### config.mk
export PLATFORM = sky130hd
export DESIGN_NAME = key_space_dispatcher
export DESIGN_NICKNAME = d
export VERILOG_FILES = /design/src/rtl/key_space_dispatcher.sv
export SDC_FILE = /design/constraint.sdc
export NUM_CORES = 1
export LEC_CHECK = 0
export CAP_MARGIN = 25
export CORE_ASPECT_RATIO = 1.4
export CORE_MARGIN = 8
export CORE_UTILIZATION = 59
export DETAILED_ROUTE_END_ITERATION = 16
export PLACE_DENSITY = 0.85
export SYNTH_ARGS = -nofsm -noshare
export SYNTH_HDL_FRONTEND = slang
export SYNTH_SLANG_ARGS = --single-unit
export TNS_END_PERCENT = 20
### constraint.sdc
create_clock -name clk -period 5.6 [get_ports clk]
set_input_delay 1.12 -clock clk [delete_from_list [all_inputs] [get_ports clk]]
set_output_delay 1.12 -clock clk [all_outputs]
set_load 0.02 [all_outputs]
### src/rtl/key_space_dispatcher.sv
// Key-space dispatcher for the parallel RC4 decryption cores.
// The key space 0..KEY_MAX is interleaved across CORES cores (core i tests
// i, i+CORES, ...). Each core is handed its next key on request, its verdict
// is collected, and the first valid key (lowest core index on a tie) is
// latched. If the whole space is searched without a hit, exhausted is raised.
//
// Ports:
//   clk, reset_n        clock, asynchronous active-low reset
//   start               one-cycle pulse, starts a search from IDLE/FOUND/EXHAUSTED
//   core_req[i]         core i ready for a new key
//   core_key_valid[i]   one-cycle pulse: core_key slice i carries a new key
//   core_key            CORES slices of KEY_WIDTH bits, held until next issue
//   core_done[i]        core i finished its current key
//   core_hit[i]         sampled with core_done[i]; 1 = key decrypts validly
//   busy/found/exhausted  state flags (RUN/FOUND/EXHAUSTED)
//   found_key/found_core  winning key and core index, valid while found=1
//   stop_cores          tells all cores to abandon work (high in FOUND)
module key_space_dispatcher #(
    parameter int unsigned           CORES     = 4,
    parameter int unsigned           KEY_WIDTH = 24,
    parameter logic [KEY_WIDTH-1:0]  KEY_MAX   = KEY_WIDTH'(24'h3FFFFF)
) (
    input  logic                        clk,
    input  logic                        reset_n,
    input  logic                        start,
    input  logic [CORES-1:0]            core_req,
    output logic [CORES-1:0]            core_key_valid,
    output logic [CORES*KEY_WIDTH-1:0]  core_key,
    input  logic [CORES-1:0]            core_done,
    input  logic [CORES-1:0]            core_hit,
    output logic                        busy,
    output logic                        found,
    output logic                        exhausted,
    output logic [KEY_WIDTH-1:0]        found_key,
    output logic [3:0]                  found_core,
    output logic                        stop_cores
);

    // One extra bit so next_key can step past KEY_MAX without wrapping.
    localparam int unsigned NW = KEY_WIDTH + 1;
    localparam logic [NW-1:0] KEY_MAX_EXT = NW'(KEY_MAX);
    localparam logic [NW-1:0] STEP        = NW'(CORES);

    typedef enum logic [1:0] {
        ST_IDLE,
        ST_RUN,
        ST_FOUND,
        ST_EXHAUSTED
    } state_t;

    state_t                      state_q;
    logic [NW-1:0]               next_key_q [CORES];
    logic [KEY_WIDTH-1:0]        kut_q      [CORES];
    logic [CORES-1:0]            outstanding_q;
    logic [CORES-1:0]            spent_q;
    logic [CORES-1:0]            core_key_valid_q;
    logic [CORES*KEY_WIDTH-1:0]  core_key_q;
    logic                        busy_q;
    logic                        found_q;
    logic                        exhausted_q;
    logic                        stop_cores_q;
    logic [KEY_WIDTH-1:0]        found_key_q;
    logic [3:0]                  found_core_q;

    logic [CORES-1:0]            done_c;
    logic [CORES-1:0]            hit_c;
    logic                        hit_any_c;
    logic [3:0]                  hit_idx_c;
    logic [KEY_WIDTH-1:0]        hit_key_c;
    logic [CORES-1:0]            elig_c;
    logic [CORES-1:0]            issue_c;
    logic [CORES-1:0]            outstanding_d;
    logic [CORES-1:0]            spent_d;
    logic [CORES-1:0]            spent_init_c;
    logic                        all_done_c;

    // Verdict collection, lowest-index hit selection, issue decisions and
    // the exhaustion test, all evaluated on this cycle's inputs.
    always_comb begin
        done_c    = core_done & outstanding_q;
        hit_c     = done_c & core_hit;
        hit_any_c = |hit_c;
        hit_idx_c = '0;
        hit_key_c = '0;
        for (int i = CORES - 1; i >= 0; i--) begin
            if (hit_c[i]) begin
                hit_idx_c = 4'(i);
                hit_key_c = kut_q[i];
            end
        end

        // A hit anywhere suppresses every issue in the same cycle.
        elig_c  = hit_any_c ? '0 : (core_req & ~outstanding_q & ~spent_q);
        issue_c = '0;
        spent_d = spent_q;
        for (int i = 0; i < CORES; i++) begin
            if (elig_c[i]) begin
                if (next_key_q[i] <= KEY_MAX_EXT) begin
                    issue_c[i] = 1'b1;
                    // Mark spent as soon as the last key leaves, so exhaustion
                    // is seen on the final verdict rather than a later request.
                    spent_d[i] = (next_key_q[i] + STEP) > KEY_MAX_EXT;
                end else begin
                    spent_d[i] = 1'b1;
                end
            end
        end
        outstanding_d = (outstanding_q & ~done_c) | issue_c;
        all_done_c    = (&spent_d) && !(|outstanding_d) && !hit_any_c;

        spent_init_c = '0;
        for (int i = 0; i < CORES; i++) begin
            spent_init_c[i] = NW'(i) > KEY_MAX_EXT;
        end
    end

    // Search state machine and per-core bookkeeping.
    always_ff @(posedge clk or negedge reset_n) begin
        if (!reset_n) begin
            state_q          <= ST_IDLE;
            outstanding_q    <= '0;
            spent_q          <= '0;
            core_key_valid_q <= '0;
            core_key_q       <= '0;
            busy_q           <= 1'b0;
            found_q          <= 1'b0;
            exhausted_q      <= 1'b0;
            stop_cores_q     <= 1'b0;
            found_key_q      <= '0;
            found_core_q     <= '0;
            for (int i = 0; i < CORES; i++) begin
                next_key_q[i] <= '0;
                kut_q[i]      <= '0;
            end
        end else begin
            core_key_valid_q <= '0;
            case (state_q)
                ST_IDLE, ST_FOUND, ST_EXHAUSTED: begin
                    if (start) begin
                        state_q       <= ST_RUN;
                        busy_q        <= 1'b1;
                        found_q       <= 1'b0;
                        exhausted_q   <= 1'b0;
                        stop_cores_q  <= 1'b0;
                        found_key_q   <= '0;
                        found_core_q  <= '0;
                        outstanding_q <= '0;
                        spent_q       <= spent_init_c;
                        for (int i = 0; i < CORES; i++) begin
                            next_key_q[i] <= NW'(i);
                        end
                    end
                end
                ST_RUN: begin
                    if (hit_any_c) begin
                        state_q       <= ST_FOUND;
                        busy_q        <= 1'b0;
                        found_q       <= 1'b1;
                        stop_cores_q  <= 1'b1;
                        found_key_q   <= hit_key_c;
                        found_core_q  <= hit_idx_c;
                        outstanding_q <= outstanding_q & ~done_c;
                    end else begin
                        outstanding_q    <= outstanding_d;
                        spent_q          <= spent_d;
                        core_key_valid_q <= issue_c;
                        for (int i = 0; i < CORES; i++) begin
                            if (issue_c[i]) begin
                                core_key_q[i*KEY_WIDTH +: KEY_WIDTH] <= next_key_q[i][KEY_WIDTH-1:0];
                                kut_q[i]      <= next_key_q[i][KEY_WIDTH-1:0];
                                next_key_q[i] <= next_key_q[i] + STEP;
                            end
                        end
                        if (all_done_c) begin
                            state_q     <= ST_EXHAUSTED;
                            busy_q      <= 1'b0;
                            exhausted_q <= 1'b1;
                        end
                    end
                end
                default: state_q <= ST_IDLE;
            endcase
        end
    end

    assign core_key_valid = core_key_valid_q;
    assign core_key       = core_key_q;
    assign busy           = busy_q;
    assign found          = found_q;
    assign exhausted      = exhausted_q;
    assign stop_cores     = stop_cores_q;
    assign found_key      = found_key_q;
    assign found_core     = found_core_q;

endmodule

==> qor.yml, run 1 <==
viasPerCell: 6.18
cts_tree: "built"
placed_cell_area_sq_um: 12100
wl_per_cell_um: 20.8
finalCriticalPeriod_ps: 3860
drtIter0Drc: 950
rsz0062_at_grt: "no"
worstPathMaxFanout: 47
min_from: "next_key_q[99]"
hold_buffers: 0
area_growth_pct: 20.6
drive_gt1_share_pct: 6.77
antenna_found_initial: 0
end_kind: "flop"
final_cells: 1496
cts-root-buf: "clkbuf_16"
ys_seq_area_share_pct: 53.5
die_h_um: 175
wl_um: 31100
nNetsFinal: 1264
fin_tns_setup_ps: 0
ys_seq_elements: 227
post-route-util_pct: 72.1
regToRegSetupSlack_ps: 2500
hold_viol: 0
post_cts_buffers: 0
portBuffers: 140
placed_cells: 1458
hp-class: "reg2reg"
pre_cts_ws_ps: 1340
boundaryPins: 147
period_share_pct: 68.9
slew_viol_final: 0
stdcell_area_sq_um: 12800
p_total_mw: 4.91
die_area_sq_um: 22600
post_cts_resize_count: 0
grtUsageTotal_pct: 27.7
r2r_start: "outstanding_q[1]"
dp.final_hpwl_um: 21200
setup_ws_ps: 1740
drt_pre_antenna_iters: 8
syn_inst: 1137
rows: 58
n_antenna_cell: 0
setup_viol: 0
ys_types: 65
arrival_ps: 4250
skew_ps: 14.6
core_area_sq_um: 17800
synth_flop_cell: "dfrtp_1"
ir_worst_vdd_v: 0.000355
worst_r2r_endpoint: "next_key_q[13]"
max_freq_mhz: 259
cp-start-kind: "primary input"
fillers: 1261
synthesis.area_sq_um: 10600
power.leakage_nw: 5.90
ant_nets: 0
fp.dieW_um: 129
worstSetupPathType: "in2reg"
globalplace.congestion: 0.916
synth.avg_cell_area_sq_um: 9.34
grt_max_degree: 124
rr_worst_depth: 8
status: "finished clean"
start_util_pct: 59.7
post-route-drc-count: 0
yosysWarnings: 0
htree_levels: 1
cts_buffers: 22
worstHoldPathCells: 1
clock-sinks: 227
tightest_slew_ps: 1050
cts.clk_slew.worst_paths_ps: 60
cp_data_required_time_ps: 5990
synthArstFlopShare_pct: 100
grt_overflow_total: 0
holdWs_ps: 486
num_vias: 9240
max_slew_margin_pct: 30.2
grt_pass1_vias: 9072
synth_edf_count: 0
grt_pass1_wl_um: 49200
insertion_delay_ps: 510
power.density_nw_per_um2: 383
drv_cap: 0
min_to: "next_key_q[99]"
clock_path_buffers: 3
-- logic make-up after synthesis --
logic type	Yosys count	share of synthesized area (%)
simple gates	545	24.4
buf+inv	103	4.28
mux	37	3.73
flops	227	53.5
compound gates	186	10.7
other cells	1	0.0353
fa+ha+maj	7	0.824
xor+xnor	31	2.56
-- critical path, cell delays in order --
cell and delay (ps):
clkdlybuf4s50_1 540, and3_1 870, nor2_1 150, nand4_1 210, or3_1 130, buf_4 380, inv_2 380, a21o_1 250
a21o_1 170
-- sequential cells by signal (all words and copies together) (netlist names) --
| signal | cells |
|---|---|
| busy | 1 |
| core_key | 91 |
| core_key_valid | 4 |
| exhausted | 1 |
| found_core | 2 |
| found_key | 24 |
| next_key_q | 93 |
| outstanding_q | 4 |
| spent_q | 4 |
| state_q | 2 |
| stop_cores | 1 |
-- cell type report --
type | instances | area (sq um) | share of cell area (%)
repair buffers | 150 | 1490 | 11.7
clock inverters | 3 | 15.0 | 0.117
flip-flops and latches | 227 | 5680 | 44.3
multi-input cells | 812 | 4510 | 35.2
clock buffers | 35 | 701 | 5.47
well taps | 240 | 300 | 2.34
inverters | 29 | 109 | 0.850
-- power by group --
part / internal [mW] / switching, mW
registers: 1.81 / 0.192
clock network: 0.853 / 0.616
logic: 0.466 / 0.974
total: 3.13 / 1.78
-- cell usage after synthesis, drive strengths merged, types with 8 or more instances --
cell type  count  share of area [%]
a21oi         50                2.4
inv           29                1.0
nand4         26                1.8
nor2          81                2.9
or3           20                1.2
nand2        229                8.1
dfrtp        227                 53
buf           28                1.6
xor2          12               0.99
a221oi        22                1.8
nor3          44                2.1
nand3         71                3.4
and4           8               0.71
mux2i         16                1.5
xnor2         19                1.6
and3          17                1.0
and2          19                1.1
clkbuf        46                1.6
nor4          10               0.71
a21o           9               0.64
o21ai         75                3.5
mux2          21                2.2
-- worst max path at each step --
stage / cells after the start / startpoint / slack [ps] / to
3_3_place_gp: 8 / core_done[1] / 1410 / next_key_q[4]
3_5_place_dp: 9 / core_done[1] / 1340 / next_key_q[13]
2_1_floorplan: 7 / core_done[3] / 2800 / busy
5_1_grt: 9 / core_done[1] / 1510 / next_key_q[13]
6_report: 9 / core_done[1] / 1740 / next_key_q[13]
4_1_cts: 9 / core_done[1] / 1830 / next_key_q[13]
-- metal layers --
| metal | wire (um) | GRT usage, % |
|---|---|---|
| met1 | 11500 | 33.1 |
| met2 | 15000 | 45.2 |
| met3 | 2910 | 6.53 |
| met4 | 1590 | 14.5 |
| met5 | 0 | 0 |
-- layout by cell type, fill, tap and decap left out, types with 6 or more instances in the layout --
| cell | count |
|---|---|
| conb_1 | 6 |
| a221oi_1 | 22 |
| buf_4 | 9 |
| o21ai_0 | 70 |
| and3_1 | 17 |
| xor2_1 | 12 |
| nor2b_1 | 6 |
| ha_1 | 7 |
| a21o_1 | 9 |
| xnor2_1 | 19 |
| mux2i_1 | 16 |
| clkdlybuf4s50_1 | 139 |
| and4_1 | 6 |
| nand4_1 | 23 |
| inv_1 | 26 |
| a21oi_1 | 50 |
| mux2_2 | 21 |
| or3_1 | 20 |
| dfrtp_1 | 227 |
| clkbuf_8 | 8 |
| and2_1 | 19 |
| nor3_1 | 42 |
| nor4_1 | 8 |
| nand3_1 | 70 |
| nand2_1 | 228 |
| clkbuf_16 | 23 |
| nor2_1 | 81 |
Note: power is estimated with default switching activity, not from simulation.
==> inputs of run 2 (changes only) <==
- CORE_UTILIZATION: 59 -> 55
- PLACE_DENSITY: 0.85 -> 0.8
- clock period: 5.6 -> 3.75 ns (I/O delays scaled with it)
==> run 2 against run 1 <==
  * The run now ends with DRC left
  * Final area up 0.98%
  * Register-to-register slack worse by 1500 ps
  * Via count down 1.3%
  * Critical path type unchanged
==> qor.yml, run 2 (same netlist as run 1, synthesis figures left out) <==
antenna_found_initial: 0  # unchanged
holdWs_ps: 262  # -225 ps
grt_overflow_total: 0  # unchanged
final_cell_mix: "nand2_1, dfrtp_1, clkdlybuf4s50_1"
slew_viol_final: 0  # unchanged
period_share_pct: 78.8
mostFrequentLayoutCell: "nand2_1"
max_slew_margin_pct: 43.7  # +14 points
drv_cap: 0  # unchanged
use_met3_pct: 5.05  # -1.5 points
power.density_nw_per_um2: 577  # +50%
tightest_slew_ps: 844  # -203 ps
clock-sinks: 227  # unchanged
cts_tree: "built"
num_vias: 9118  # -1.3%
post-route-drc-count: 1  # +1
fin_tns_setup_ps: 0  # unchanged
drt_pre_antenna_iters: 11  # +3
power.leakage_nw: 5.97  # +1.1%
final_cells: 1516  # +1.3%
rsz0062_at_grt: "no"
n_antenna_cell: 0  # unchanged
cp-start-kind: "primary input"
ant_nets: 0  # unchanged
die_h_um: 180  # +3.2%
ir_worst_vdd_v: 0.000420  # +18%
globalplace.congestion: 0.940  # +2.6%
portBuffers: 140  # unchanged
post_cts_resize_count: 0  # unchanged
setup_viol: 0  # unchanged
regMostFlops: "next_key_q"
area_growth_pct: 21.8
core_area_sq_um: 19100  # +7.2%
largest_reg_flops: 93  # unchanged
die_area_sq_um: 24100  # +6.5%
fillers: 1528  # +21%
arrival_ps: 3360  # -890 ps
boundaryPins: 147  # unchanged
multi_input_area_sq_um: 4520  # about the same
insertion_delay_ps: 510  # about the same
drtIter0Drc: 926  # -2.5%
cts_buffers: 22  # unchanged
stdcell_area_sq_um: 12900  # +0.98%
worstPathMaxFanout: 38  # -19%
skew_ps: 14.4  # -0.199 ps
use_met1_pct: 30.9  # -2.3 points
crit_slowest_cell: "inv_2"
cts.clk_slew.worst_paths_ps: 70  # about the same
seq_area_sq_um: 5680  # unchanged
placed_cell_area_sq_um: 12200  # +0.90%
nNetsFinal: 1277  # +1.0%
grt_use_met2_pct: 42.8  # -2.4 points
cp_slowest_stage_delay_ps: 490  # -380 ps
crit_family: "simple AND/OR/NAND/NOR gates"
failed_checks: "DRC"
cp_data_required_time_ps: 4160  # -1830 ps
post_cts_buffers: 0  # unchanged
pre_cts_ws_ps: 444  # -892 ps
rows: 60  # +3.4%
fp.dieW_um: 133  # +3.1%
setup_ws_ps: 795  # -949 ps
hp-class: "in2async"
hold_viol: 0  # unchanged
drive_gt1_share_pct: 7.89  # +1.1 points
grtUsageTotal_pct: 25.9  # -1.8 points
end_kind: "flop"
htree_levels: 1  # unchanged
worst-path-buf-inv: 2  # -1
grt_max_degree: 95  # -23%
cts-root-buf: "clkbuf_16"
grt_pass1_wl_um: 49900  # +1.6%
wl_um: 31500  # +1.5%
start_util_pct: 55.7  # -4.0 points
clock_path_buffers: 3  # unchanged
worstSetupPathType: "in2reg"
dp.final_hpwl_um: 22300  # +4.8%
status: "finished, violations left"
max_freq_mhz: 338
placed_cells: 1479  # +1.4%
crit_path_cell_trace: "clkdlybuf4s50_1 -> and3_1 -> nor2_1 -> nand4_1 -> or3_1 -> inv_2 -> nand2_1 -> o21ai_0"
wl_per_cell_um: 20.8  # +0.15%
viasPerCell: 6.01  # -2.6%
grt_pass1_vias: 9137  # +0.72%
top_usage_layer: "met2"
finalCriticalPeriod_ps: 2960
hold_buffers: 0  # unchanged
## run 2: cell types whose count changed in the layout (fill, tap and decap cells not counted)
cell        previous run  this run
clkinv_4               0         1
and3_1                17        16
clkbuf_1               4         2
bufinv_16              0         2
clkinv_2               3         4
buf_4                  9        22
and3_2                 0         1
clkinvlp_4             0         1
inv_8                  0         1
clkbuf_8               8         3
## run 2: final cells by class
type | count | area share, %
clock buffers | 28 | 4.83
clock inverters | 9 | 0.832
inverters | 29 | 0.841
multi-input cells | 812 | 34.9
flip-flops and latches | 227 | 43.9
well taps | 248 | 2.40
repair buffers | 163 | 12.3
## run 2: stage by stage
stage                     util (%)  total power, mW
after floorplan                  -             4.26
after global placement        64.0             5.15
after detailed placement      64.0             5.19
after CTS                     67.9             7.45
after global routing          67.9             7.76
final                         67.9             7.46
## run 2: final timing paths
check,start,endpoint,slack [ps],depth (start not counted)
setup / recovery,core_done[1],next_key_q[18],790,8
hold reg to reg,next_key_q[23],next_key_q[23],490,1
max in group asynchronous,reset_n,next_key_q[21],2600,2
setup reg to reg,next_key_q[3],next_key_q[18],1040,8
min in group clk,next_key_q[23],next_key_q[23],490,1
hold / removal,reset_n,core_key[62],260,1
## run 2: where the power goes
part / total [mW] / switching [mW] / internal (mW) / leakage, nW
sequential: 3.01 / 0.300 / 2.71 / 3.12
combinational: 2.20 / 1.46 / 0.732 / 2.49
clock: 2.26 / 0.944 / 1.32 / 0.362
## run 2: per-layer routing
layer,up-vias,share of wire [%],wire (um)
li1,4156,-,-
met1,4461,38,12100
met2,411,49,15300
met3,90,7.2,2260
met4,0,5.9,1850
met5,-,0,0
==> inputs of run 3 (changes only) <==
- clock period: 3.75 -> 3.1 ns (I/O delays scaled with it)
==> run 3 against run 2 <==
  * The run now ends clean
  * Clock skew is 6.1 ps lower
  * Die area stayed put
  * Register-to-register slack worse by 450 ps
  * Critical path type unchanged
  * Hold slack worse by 170 ps
  * Core utilization is 0.93 points higher
  * Clock-buffer cell count is 5 higher
  * Global-route usage hardly changed
  * Setup slack worse by 370 ps
  * Non-clock buffer count is 17 higher
  * Critical path depth is 1 higher
==> qor.yml, run 3 (same netlist as run 1, synthesis figures left out) <==
status: "finished clean"
post-route-util_pct: 68.8  # +0.93 points
largest_reg_flops: 93  # unchanged
rows: 60  # unchanged
post_cts_resize_count: 0  # unchanged
globalplace.congestion: 0.955  # +1.6%
area_growth_pct: 23.5
start_util_pct: 55.7  # unchanged
drt_pre_antenna_iters: 5  # -6
power.density_nw_per_um2: 697  # +21%
fin_tns_setup_ps: 0  # unchanged
grt_overflow_total: 0  # unchanged
core_area_sq_um: 19100  # unchanged
tightest_slew_ps: 746  # -97.3 ps
hold_viol: 0  # unchanged
grtUsageTotal_pct: 25.9  # about the same
hp-class: "in2async"
pre_cts_ws_ps: 89.7  # -354 ps
clock-sinks: 227  # unchanged
cts.clk_slew.worst_paths_ps: 60  # about the same
regToRegSetupSlack_ps: 590  # -450 ps
worst_r2r_endpoint: "next_key_q[14]"
post-route-drc-count: 0  # -1
drive_gt1_share_pct: 9.24  # +1.4 points
setup_ws_ps: 423  # -372 ps
die_area_sq_um: 24100  # unchanged
ant_nets: 0  # unchanged
setup_viol: 0  # unchanged
finalCriticalPeriod_ps: 2680
num_vias: 9151  # +0.36%
htree_levels: 1  # unchanged
dp.final_hpwl_um: 22600  # +1.7%
crit_path_frequent_cell: "buf_4"
boundaryPins: 147  # unchanged
portBuffers: 140  # unchanged
worstSetupPathType: "in2reg"
grt_pass1_vias: 9152  # +0.16%
p_total_mw: 9.14  # +22%
regMostFlops: "next_key_q"
cp-start-kind: "primary input"
cts_tree: "built"
rr_worst_depth: 8  # unchanged
clock_path_buffers: 3  # unchanged
cts-root-buf: "clkbuf_16"
crit_family: "buffers and inverters"
final_cell_mix: "nand2_1, dfrtp_1, clkdlybuf4s50_1"
drtIter0Drc: 861  # -7.0%
power.leakage_nw: 6.08  # +1.8%
drv_cap: 0  # unchanged
arrival_ps: 3050  # -310 ps
crit_path_cell_trace: "clkdlybuf4s50_1 -> and3_2 -> nor2_1 -> nand4_1 -> buf_4 -> o31a_1 -> buf_4 -> a21oi_1 -> mux2i_1"
n_antenna_cell: 0  # unchanged
mostFrequentLayoutCell: "nand2_1"
holdWs_ps: 93.4  # -168 ps
insertion_delay_ps: 500  # about the same
max_slew_margin_pct: 50.2  # +6.5 points
post_cts_buffers: 0  # unchanged
worstPathMaxFanout: 12  # -68%
cp_data_required_time_ps: 3470  # -690 ps
end_kind: "flop"
wl_per_cell_um: 20.3  # -2.2%
antenna_found_initial: 0  # unchanged
hold_buffers: 0  # unchanged
grt_pass1_wl_um: 50100  # +0.36%
cts_buffers: 22  # unchanged
nNetsFinal: 1294  # +1.3%
ir_worst_vdd_v: 0.000518  # +23%
fp.dieW_um: 133  # unchanged
max_freq_mhz: 374
die_h_um: 180  # unchanged
grt_max_degree: 76  # -20%
viasPerCell: 5.96  # -0.94%
r2r_start: "outstanding_q[0]"
slew_viol_final: 0  # unchanged
worst-path-buf-inv: 3  # +1
rsz0062_at_grt: "no"
wl_um: 31200  # -0.93%
crit_slowest_cell: "clkdlybuf4s50_1"
skew_ps: 8.28  # -6.09 ps
period_share_pct: 86.3
cp_slowest_stage_delay_ps: 460  # -30 ps
[run 3: power by group]
group	leakage [nW]	switching (mW)	internal [mW]	total [mW]
Clock	0.375	1.11	1.60	2.72
Sequential	3.12	0.362	3.27	3.64
Combinational	2.59	1.79	0.998	2.79
Total	6.08	3.26	5.88	9.14
[run 3: through the flow]
step / cell area (sq um) / instances
4_1_cts: 13100 / 1536
3_3_place_gp: 12400 / 1496
6_report: 13100 / 1536
3_5_place_dp: 12400 / 1496
2_1_floorplan: 10600 / 1142
5_1_grt: 13100 / 1536
[run 3: final cells by class]
| class | instances | area, sq um |
|---|---|---|
| multi-input combinational | 812 | 4520 |
| clock inverter | 7 | 60.1 |
| clock buffer | 33 | 683 |
| fill | 1518 | 5950 |
| timing repair buffer | 180 | 1760 |
| tap | 248 | 310 |
| sequential | 227 | 5680 |
| inverter | 29 | 109 |
[run 3: per-layer routing]
layer	global-route usage, %	share of wire, %
met2	43.9	50
met4	12.1	4.4
met3	4.83	7.8
met5	0	0
met1	31.0	38
[run 3: how the worst max path moves through the flow]
stage / slack [ps] / from / cells after the start / endpoint
2_1_floorplan: 800 / core_done[3] / 7 / busy
3_3_place_gp: 170 / core_done[1] / 8 / next_key_q[11]
3_5_place_dp: 90 / core_done[1] / 9 / next_key_q[14]
4_1_cts: 610 / core_done[1] / 9 / next_key_q[14]
5_1_grt: 270 / core_done[0] / 9 / next_key_q[14]
6_report: 420 / core_hit[0] / 9 / next_key_q[14]
